$ cat src/rtl/chop_clock_sequencer_if.sv
// Config port, run control and chopper clock outputs of the chopper clock sequencer.
// The master side drives config and run requests; the slave side drives the clocks and status.
interface chop_clock_sequencer_if #(
   parameter int unsigned NCH  = 16,
   parameter int unsigned DIVW = 12
);
   logic            cfg_we;
   logic [3:0]      cfg_addr;
   logic [DIVW-1:0] cfg_data;
   logic            cfg_err;
   logic            start;
   logic            stop;
   logic            busy;
   logic            running;
   logic [NCH-1:0]  chop;
   logic [NCH-1:0]  chopb;

   modport master (
      output cfg_we, cfg_addr, cfg_data, start, stop,
      input  cfg_err, busy, running, chop, chopb
   );

   modport slave (
      input  cfg_we, cfg_addr, cfg_data, start, stop,
      output cfg_err, busy, running, chop, chopb
   );
endinterface

$ cat src/rtl/chop_clock_sequencer.sv
// Per-channel chopper clock generator with staggered channel ramp-up and reverse ramp-down.
// Half-period dividers are writable only while idle.
module chop_clock_sequencer #(
   parameter int unsigned NCH      = 16,
   parameter int unsigned DIVW     = 12,
   parameter int unsigned DEF_HALF = 64,
   parameter int unsigned STAGGER  = 8
) (
   input logic clk,
   input logic rst_n,
   chop_clock_sequencer_if.slave bus
);
   localparam int unsigned IW = 4;
   localparam int unsigned SW = (STAGGER > 1) ? $clog2(STAGGER) : 1;

   typedef enum logic [1:0] {IDLE, RAMP_UP, RUN, RAMP_DOWN} state_t;

   state_t          state, state_nxt;
   logic [IW-1:0]   idx, idx_nxt;
   logic [SW-1:0]   stg, stg_nxt;
   logic [NCH-1:0]  en_set, en_clr;
   logic [NCH-1:0]  en;
   logic [NCH-1:0]  chop_q, chopb_q;
   logic [DIVW-1:0] cnt  [NCH];
   logic [DIVW-1:0] half [NCH];
   logic            busy_q, running_q, cfg_err_q;
   logic            cfg_ok_c;

   always_ff @(posedge clk or negedge rst_n) begin
      if (!rst_n) begin
         state <= IDLE;
         idx   <= '0;
         stg   <= '0;
      end else begin
         state <= state_nxt;
         idx   <= idx_nxt;
         stg   <= stg_nxt;
      end
   end

   // idx is the next channel to enable on the way up, the next to disable on the way down
   always_comb begin
      state_nxt = state;
      idx_nxt   = idx;
      stg_nxt   = stg;
      en_set    = '0;
      en_clr    = '0;
      case (state)
         IDLE: begin
            if (bus.start && !bus.stop) begin
               state_nxt = RAMP_UP;
               idx_nxt   = '0;
               stg_nxt   = '0;
            end
         end
         RAMP_UP: begin
            if (bus.stop) begin
               if (idx == '0) begin
                  state_nxt = IDLE;
               end else begin
                  state_nxt = RAMP_DOWN;
                  idx_nxt   = idx - IW'(1);
                  stg_nxt   = '0;
               end
            end else if (stg == '0) begin
               for (int i = 0; i < int'(NCH); i++) begin
                  en_set[i] = (idx == IW'(i));
               end
               if (idx == IW'(NCH - 1)) begin
                  state_nxt = RUN;
               end else begin
                  idx_nxt = idx + IW'(1);
                  stg_nxt = SW'(STAGGER - 1);
               end
            end else begin
               stg_nxt = stg - SW'(1);
            end
         end
         RUN: begin
            if (bus.stop) begin
               state_nxt = RAMP_DOWN;
               idx_nxt   = IW'(NCH - 1);
               stg_nxt   = '0;
            end
         end
         RAMP_DOWN: begin
            if (stg == '0) begin
               for (int i = 0; i < int'(NCH); i++) begin
                  en_clr[i] = (idx == IW'(i));
               end
               if (idx == '0) begin
                  state_nxt = IDLE;
               end else begin
                  idx_nxt = idx - IW'(1);
                  stg_nxt = SW'(STAGGER - 1);
               end
            end else begin
               stg_nxt = stg - SW'(1);
            end
         end
         default: state_nxt = IDLE;
      endcase
   end

   always_ff @(posedge clk or negedge rst_n) begin
      if (!rst_n) begin
         busy_q    <= 1'b0;
         running_q <= 1'b0;
      end else begin
         busy_q    <= (state_nxt == RAMP_UP) || (state_nxt == RAMP_DOWN);
         running_q <= (state_nxt == RUN);
      end
   end

   assign cfg_ok_c = bus.cfg_we && (state == IDLE) &&
                     ({1'b0, bus.cfg_addr} < 5'(NCH)) && (bus.cfg_data != '0);

   always_ff @(posedge clk or negedge rst_n) begin
      if (!rst_n) begin
         cfg_err_q <= 1'b0;
         for (int i = 0; i < int'(NCH); i++) begin
            half[i] <= DIVW'(DEF_HALF);
         end
      end else begin
         cfg_err_q <= bus.cfg_we && !cfg_ok_c;
         for (int i = 0; i < int'(NCH); i++) begin
            if (cfg_ok_c && (bus.cfg_addr == IW'(i))) begin
               half[i] <= bus.cfg_data;
            end
         end
      end
   end

   // Enable starts a full-length high phase; disable opens both switches at once
   always_ff @(posedge clk or negedge rst_n) begin
      if (!rst_n) begin
         en      <= '0;
         chop_q  <= '0;
         chopb_q <= '0;
         for (int i = 0; i < int'(NCH); i++) begin
            cnt[i] <= '0;
         end
      end else begin
         for (int i = 0; i < int'(NCH); i++) begin
            if (en_clr[i]) begin
               en[i]      <= 1'b0;
               chop_q[i]  <= 1'b0;
               chopb_q[i] <= 1'b0;
               cnt[i]     <= '0;
            end else if (en_set[i]) begin
               en[i]      <= 1'b1;
               chop_q[i]  <= 1'b1;
               chopb_q[i] <= 1'b0;
               cnt[i]     <= '0;
            end else if (en[i]) begin
               if (cnt[i] == half[i] - DIVW'(1)) begin
                  chop_q[i]  <= ~chop_q[i];
                  chopb_q[i] <= chop_q[i];
                  cnt[i]     <= '0;
               end else begin
                  cnt[i] <= cnt[i] + DIVW'(1);
               end
            end
         end
      end
   end

   assign bus.chop    = chop_q;
   assign bus.chopb   = chopb_q;
   assign bus.busy    = busy_q;
   assign bus.running = running_q;
   assign bus.cfg_err = cfg_err_q;

   // Both switches of a pair must never be closed together
   a_no_overlap: assert property (@(posedge clk) disable iff (!rst_n) (chop_q & chopb_q) == '0);
   a_status_excl: assert property (@(posedge clk) disable iff (!rst_n) !(busy_q && running_q));
endmodule

$ cat src/flat_wrapper.sv
// flat-port wrapper written by rule: the top's interface ports become plain ports
module chop_clock_sequencer_flat 
#(
   parameter int unsigned NCH      = 16,
   parameter int unsigned DIVW     = 12,
   parameter int unsigned DEF_HALF = 64,
   parameter int unsigned STAGGER  = 8
)
  (clk, rst_n, bus_cfg_we, bus_cfg_addr, bus_cfg_data, bus_start, bus_stop, bus_cfg_err, bus_busy, bus_running, bus_chop, bus_chopb);
  chop_clock_sequencer_if #(.NCH(NCH), .DIVW(DIVW)) bus_i ();
  input logic clk;
  input logic rst_n;
  input wire logic [$bits(bus_i.cfg_we)-1:0] bus_cfg_we;
  input wire logic [$bits(bus_i.cfg_addr)-1:0] bus_cfg_addr;
  input wire logic [$bits(bus_i.cfg_data)-1:0] bus_cfg_data;
  input wire logic [$bits(bus_i.start)-1:0] bus_start;
  input wire logic [$bits(bus_i.stop)-1:0] bus_stop;
  output wire logic [$bits(bus_i.cfg_err)-1:0] bus_cfg_err;
  output wire logic [$bits(bus_i.busy)-1:0] bus_busy;
  output wire logic [$bits(bus_i.running)-1:0] bus_running;
  output wire logic [$bits(bus_i.chop)-1:0] bus_chop;
  output wire logic [$bits(bus_i.chopb)-1:0] bus_chopb;
  assign bus_i.cfg_we = bus_cfg_we;
  assign bus_i.cfg_addr = bus_cfg_addr;
  assign bus_i.cfg_data = bus_cfg_data;
  assign bus_i.start = bus_start;
  assign bus_i.stop = bus_stop;
  assign bus_cfg_err = bus_i.cfg_err;
  assign bus_busy = bus_i.busy;
  assign bus_running = bus_i.running;
  assign bus_chop = bus_i.chop;
  assign bus_chopb = bus_i.chopb;
  chop_clock_sequencer #(.NCH(NCH), .DIVW(DIVW), .DEF_HALF(DEF_HALF), .STAGGER(STAGGER)) u_core (.clk(clk), .rst_n(rst_n), .bus(bus_i));
endmodule
$ cat config.mk
export PLATFORM = sky130hd
export DESIGN_NAME = chop_clock_sequencer_flat
export DESIGN_NICKNAME = d
export VERILOG_FILES = /design/src/rtl/chop_clock_sequencer_if.sv /design/src/rtl/chop_clock_sequencer.sv /design/src/flat_wrapper.sv
export SDC_FILE = /design/constraint.sdc
export NUM_CORES = 1
export LEC_CHECK = 0
export ABC_AREA = 1
export CORE_ASPECT_RATIO = 1.1
export CORE_MARGIN = 2
export CORE_UTILIZATION = 64
export DETAILED_ROUTE_END_ITERATION = 8
export PLACE_DENSITY = 0.9
export SYNTH_ARGS = -nofsm -noshare
export SYNTH_HDL_FRONTEND = slang
export SYNTH_SLANG_ARGS = --single-unit
$ cat constraint.sdc
create_clock -name clk -period 2.1 [get_ports clk]
set_input_delay 0.525 -clock clk [delete_from_list [all_inputs] [get_ports clk]]
set_output_delay 0.525 -clock clk [all_outputs]
set_load 0.02 [all_outputs]
# Word-level counts from Yosys, hierarchy flattened
# Index checks and enable logic that the tools add are counted.
# totals
ram_bits	0
in_bits	21
memories	0
ff_bits	444
out_inout_bits	35
rom_bits	0
latch_bits	0
elab_cells	545
# classes
bitwise	16
addsub	35
eq_ne	60
shift	0
n_lt_le_gt_ge	0
div	0
n_mux	254
n_mul	0
reduce_logical	94
# op_table
op	n
two-way mux 12 bit	64
adder 12 x 1 -> 12 bit (second input constant)	16
== test 12 bit	16
subtractor 12 x 1 -> 12 bit (second input constant)	16
two-way mux 1 bit	160
nonzero test 3 bit	32
== test 4 bit (second input constant)	16
two-way mux 16 bit	4
== test 4 x 3 -> 1 bit (second input constant)	8
AND reduction 2 bit	16
nonzero test 2 bit	16
two-way mux 4 bit	7
two-way mux 3 bit	8
logical AND 1 bit	20
== test 4 x 2 -> 1 bit (second input constant)	4
two-way mux 2 bit	8
inverter 1 bit	16
one-hot mux 4 bit (4 select lines)	1
one-hot mux 3 bit (4 select lines)	1
nonzero test 12 bit	1
AND reduction 5 bit	2
inequality test 3 bit (second input constant)	3
== test 2 bit (second input constant)	4
== test 4 x 1 -> 1 bit (second input constant)	2
14 further kinds	18

# Logic depth before layout (Yosys ltp)
# logic_depth
depth_word	7
ltp_mapped	16
ltp_nobuf	16

# Worst setup path before layout
# Ideal clock, no wire load.
# synth_path
path_type	reg-to-reg
from	register u_core.half[48] (netlist name)
to	register u_core.cnt[48] (netlist name)
synth_period_minus_slack_ps	1841
path_slack_ps	259
path_stages_with_launch	14
setup_time_ps	118
required_ps	1982
path_buffers	0
arrival_ps	1723
cell_sequence	dfrtp_1 -> inv_1 -> ha_1 -> nand2_1 -> nor2_1 -> nand2_1 -> nand2_1 -> nand3_1 -> nor2_1 -> nand3_1 -> nor2_2 -> nand2_2 -> nand3b_1 -> nand2_1
# synth_between
elab_chain_len	6
# synth_rtl
element	line	source
from (decl)	chop_clock_sequencer.sv:25	logic [DIVW-1:0] half [NCH];
from (signal, indexed assignment)	chop_clock_sequencer.sv:122	half[i] <= DIVW'(DEF_HALF);
from (signal, indexed assignment)	chop_clock_sequencer.sv:128	half[i] <= bus.cfg_data;
subtractor 12 x 1 -> 12 bit	chop_clock_sequencer.sv:156	if (cnt[i] == half[i] - DIVW'(1)) begin
== test 12 bit	chop_clock_sequencer.sv:156	
two-way mux 12 bit	chop_clock_sequencer.sv:156	
two-way mux 12 bit	chop_clock_sequencer.sv:155	end else if (en[i]) begin
two-way mux 12 bit	chop_clock_sequencer.sv:150	end else if (en_set[i]) begin
two-way mux 12 bit	chop_clock_sequencer.sv:145	if (en_clr[i]) begin
to (signal, indexed assignment)	chop_clock_sequencer.sv:161	cnt[i] <= cnt[i] + DIVW'(1);
to (decl)	chop_clock_sequencer.sv:24	logic [DIVW-1:0] cnt [NCH];
# No other way between the ends. The select of a mux whose other input is x is not followed.
# A chain may end at the register's enable or synchronous reset.

# Worst setup path after layout
# layout_path
from	register u_core.half[108] (netlist name)
to	register u_core.chop_q[6], in the netlist u_core.bus.chop[6]
# layout_between
elab_chain_len	4
# layout_rtl
element	line	source
subtractor 12 x 1 -> 12 bit	chop_clock_sequencer.sv:156	
== test 12 bit	chop_clock_sequencer.sv:156	
nonzero test 3 bit (no line)	--	
AND reduction 2 bit (no line)	--	
to (signal, indexed assignment)	chop_clock_sequencer.sv:157	chop_q[i] <= ~chop_q[i];
to (decl)	chop_clock_sequencer.sv:23	logic [NCH-1:0] chop_q, chopb_q;
# No other way between the ends.

==> qor.csv <==
stage;metric;value;unit
floorplan;Die Y;223;um
floorplan;FP Rows;80;
placed_design;Placer Congestion;0.934;
cts;H-tree depth reported by CTS;2;
critical_path;crit path cell chain;inv_1 > ha_2 > inv_2 > nor2_4 > nand2_2 > nand2_1 > nand3_1 > nor2_1 > nand2_1 > nor2_2 > nand3_4 > nand2_4 > nand2_2 > nand2_1 > nand2_1;
cts;clk_lat worst skew;0.61;ns
finish;fin cells;4839;
global_route;first-pass GRT wire length;125;mm
cts;clock sink total;443;
finish;NumNets Final;4286;
timing;Worst Slack Setup Final;-0.111;ns
critical_path;Reg-to-Reg End;u_core.bus.chop[6]$_DFFE_PN0P_;
synthesis;Seq cells post-synth;443;
finish;layout cells sized above 1;0.160;
synthesis;Ys Warns;0;
critical_path;critical path arrival;2.71;ns
global_route;largest net degree at the start of global routing;75;
global_route;global route overflow;0;
cts;cts bufs inserted;48;
worst_hold_path;worst min path class;in -> async;
finish;commonest non-fill, non-tap cell in the layout;nand2_1;
synthesis;Avg Cell Area, Syn;7.13;um2
status;outcome;finished with violations;
synthesis;synthesized instance count;3920;
synthesis;sequential area share after synthesis;0.397;
synthesis;Unique masters post-synth;50;
floorplan;Core Region;43200;um2
routing;post-route DRC violation count;1;
timing;final setup fails;49;
floorplan;Starting Density;0.647;
pwr;Final Power;35.6;mW
floorplan;Top Ports;56;
synthesis;ys flop type;dfrtp_1;
global_route;vias in the first global route;26400;
critical_path;CP max stage cell;dfrtp_1;
placed_design;placed cell count;4688;
global_route;initial antenna violation count;2;
finish;ANT cells;0;
routing;vias;28500;
critical_path;FF-to-FF setup slack;-0.11;ns
timing;Max-Slew Margin vs Limit;0.705;
routing;DR WL/cell;17.2;um
routing;DR pass1 iterations;9;
timing;Slew Limit Fails;0;
placed_design;detailed placement HPWL;51.4;mm
critical_path;CP Class;reg -> reg;
critical_path;crit path launch type;flip-flop;
placed_design;Port-buffer cells;55;
pwr;leak pwr;17.1;nW
critical_path;critical path required time;2.60;ns
status;failing checks;DRC, setup timing;
cts;CTS tree;built;
timing;Final min period;2.21;ns
job;Max Cap Violations;0;
routing;DRT iter0 DRCs;3222;
routing;vias per cell;5.89;
routing;remaining antenna violation count after routing;0;
global_route;gr usage total;0.334;
critical_path;R2R cell count;15;
synthesis;Cell Area, Synth;28000;um2
synthesis;Post-synth EDFFs;0;
timing;Max Freq;0.452;GHz
pwr;Peak supply drop;740;uV
floorplan;Die ar.;45400;um2
critical_path;slowest stage delay, CP;0.39;ns
critical_path;CP dominant cell by count;nand2_1;
critical_path;CP Max Fanout;4;
timing;Fin. Hold Viols;0;
synthesis;asr flop ratio synth;1.00;
cts;CTS Buffer Depth;3;
pwr;pwr/cell area;1050;nW/um2
critical_path;reg2reg start;u_core.half[108]$_DFFE_PN0P_;
cts;Root Buffer;clkbuf_16;
floorplan;die width;203;um
timing;hold_ws;0.355;ns
timing;setup TNS;-1.77;ns
timing;Worst Skew;0.0278;ns
timing;Worst Tran Pin Value;0.439;ns
synthesis;Mapped Nets;3980;
routing;final WL;83.4;mm
timing;RSZ-0062 raised after global routing;true;
cts;Clock transition at path regs;0.07;ns
timing;Final period util;1.05;
critical_path;CP Capture Type;flip-flop;
finish;area overhead of the layout relative to synthesis;21.4;%
finish;commonest cells after routing, fill and taps aside;nand2_1 (1182), dfrtp_1 (425), inv_1 (417), nor2_1 (339), o21ai_0 (296);
-- worst max path at each step --
stage,slack (ns),end,cells after the start,start
final,-0.11,u_core.bus.chop[6]$_DFFE_PN0P_,15,u_core.half[108]$_DFFE_PN0P_
after global routing,-0.27,u_core.bus.chop[4]$_DFFE_PN0P_,12,u_core.half[132]$_DFFE_PN0P_
after CTS,-0.01,u_core.cnt[90]$_DFFE_PN0P_,11,u_core.stg[1]$_DFFE_PN0P_
after detailed placement,-0.36,u_core.cnt[178]$_DFFE_PN0P_,10,bus_stop
after global placement,-0.34,u_core.cnt[21]$_DFFE_PN0P_,11,bus_stop
after floorplan,0.26,u_core.cnt[48]$_DFFE_PN0P_,13,u_core.half[48]$_DFFE_PN0P_
-- sequential cells by signal, summed over array words and instances (netlist names) --
signal,cells
u_core.bus.running,1
u_core.cnt,192
u_core.stg,3
u_core.bus.chop,16
u_core.bus.cfg_err,1
u_core.bus.chopb,16
u_core.state,2
u_core.en,16
u_core.idx,4
u_core.half,192
-- report_power, final --
group	total, mW	internal, mW	switching [mW]
Clock	9.29	5.54	3.75
Sequential	11.7	9.92	1.76
Combinational	14.6	5.63	8.99
Total	35.6	21.1	14.5
-- worst max-delay path, delay by kind of cell (launching register included) --
kind | cells | cell delay [ns]
flops | 1 | 0.39
simple gates | 12 | 1.39
buf+inv | 2 | 0.12
fa+ha+maj | 1 | 0.19
-- through the flow --
stage / setup WS (ns) / cell area (um2) / utilization
after global placement: -0.345 / 30900 / 0.714
after floorplan: 0.259 / 28000 / -
after CTS: -0.00987 / 32700 / 0.757
final: -0.111 / 34000 / 0.785
after global routing: -0.274 / 34000 / 0.785
after detailed placement: -0.362 / 30900 / 0.714
-- timing repair --
| action | CTS | global route |
|---|---|---|
| hold endpoints to repair | 13 | 0 |
| hold buffers | 1 | 0 |
| pin swaps | 5 | 73 |
| cloned | 0 | 5 |
| setup endpoints to repair | 150 | 252 |
| resized for setup | 84 | 219 |
| buffers inserted | 1 | 56 |
-- routing by layer --
| layer | global-route usage | up-vias | wire length [um] |
|---|---|---|---|
| li1 | - | 13100 | - |
| met1 | 0.408 | 13400 | 31100 |
| met2 | 0.568 | 1606 | 39700 |
| met3 | 0.0589 | 439 | 7540 |
| met4 | 0.174 | 0 | 5060 |
| met5 | 0 | - | 0 |
-- layout make-up --
| cell class | count | area (um2) |
|---|---|---|
| Clock buffer | 62 | 1390 |
| Clock inverter | 27 | 345 |
| Fill cell | 2628 | 9280 |
| Inverter | 457 | 1730 |
| Multi-Input combinational cell | 2946 | 15700 |
| Sequential cell | 443 | 11100 |
| Tap cell | 574 | 718 |
| Timing Repair Buffer | 330 | 3020 |
-- synthesized netlist by cell type, types with 2 or more instances --
cell type / instances / share of area
nor3_1: 35 / 0.0063
buf_2: 28 / 0.0050
a21oi_2: 2 / 0.00063
a21oi_1: 75 / 0.013
or2_2: 10 / 0.0022
nand2_1: 1211 / 0.16
inv_1: 443 / 0.059
ha_1: 39 / 0.017
clkinv_1: 3 / 0.00040
nand2_4: 9 / 0.0036
nor4_1: 6 / 0.0013
o21ai_1: 5 / 0.00089
nand4_1: 61 / 0.014
o21ai_0: 310 / 0.055
o21bai_1: 6 / 0.0016
inv_2: 10 / 0.0013
nand3b_1: 62 / 0.017
xnor2_1: 86 / 0.027
buf_6: 5 / 0.0020
nor2_2: 35 / 0.0078
and3_1: 4 / 0.00089
nor2_1: 406 / 0.054
dfstp_2: 16 / 0.015
o22ai_1: 38 / 0.0085
and2_1: 2 / 0.00045
nand3_2: 10 / 0.0036
nand3_1: 291 / 0.052
xnor3_1: 4 / 0.0032
nor2_4: 12 / 0.0048
clkbuf_2: 3 / 0.00054
buf_4: 5 / 0.0013
xor2_1: 172 / 0.054
nand2_2: 25 / 0.0056
dfrtp_1: 427 / 0.38
nor3_2: 11 / 0.0039
o211ai_1: 2 / 0.00054
clkbuf_1: 38 / 0.0051
-- cells by family (layout without fill, tap and decap cells) --
logic type / count (synthesis) / count (layout) / share of synthesized area
and+or+nand+nor: 2194 / 2199 / 0.342
buffers and inverters: 536 / 876 / 0.0755
AOI/OAI and AO/OA: 446 / 446 / 0.0842
DFF: 443 / 443 / 0.397
xor gates and xnor gates: 262 / 262 / 0.0840
adders and majority gates: 39 / 39 / 0.0174
Power figures use the tool's default switching activity.
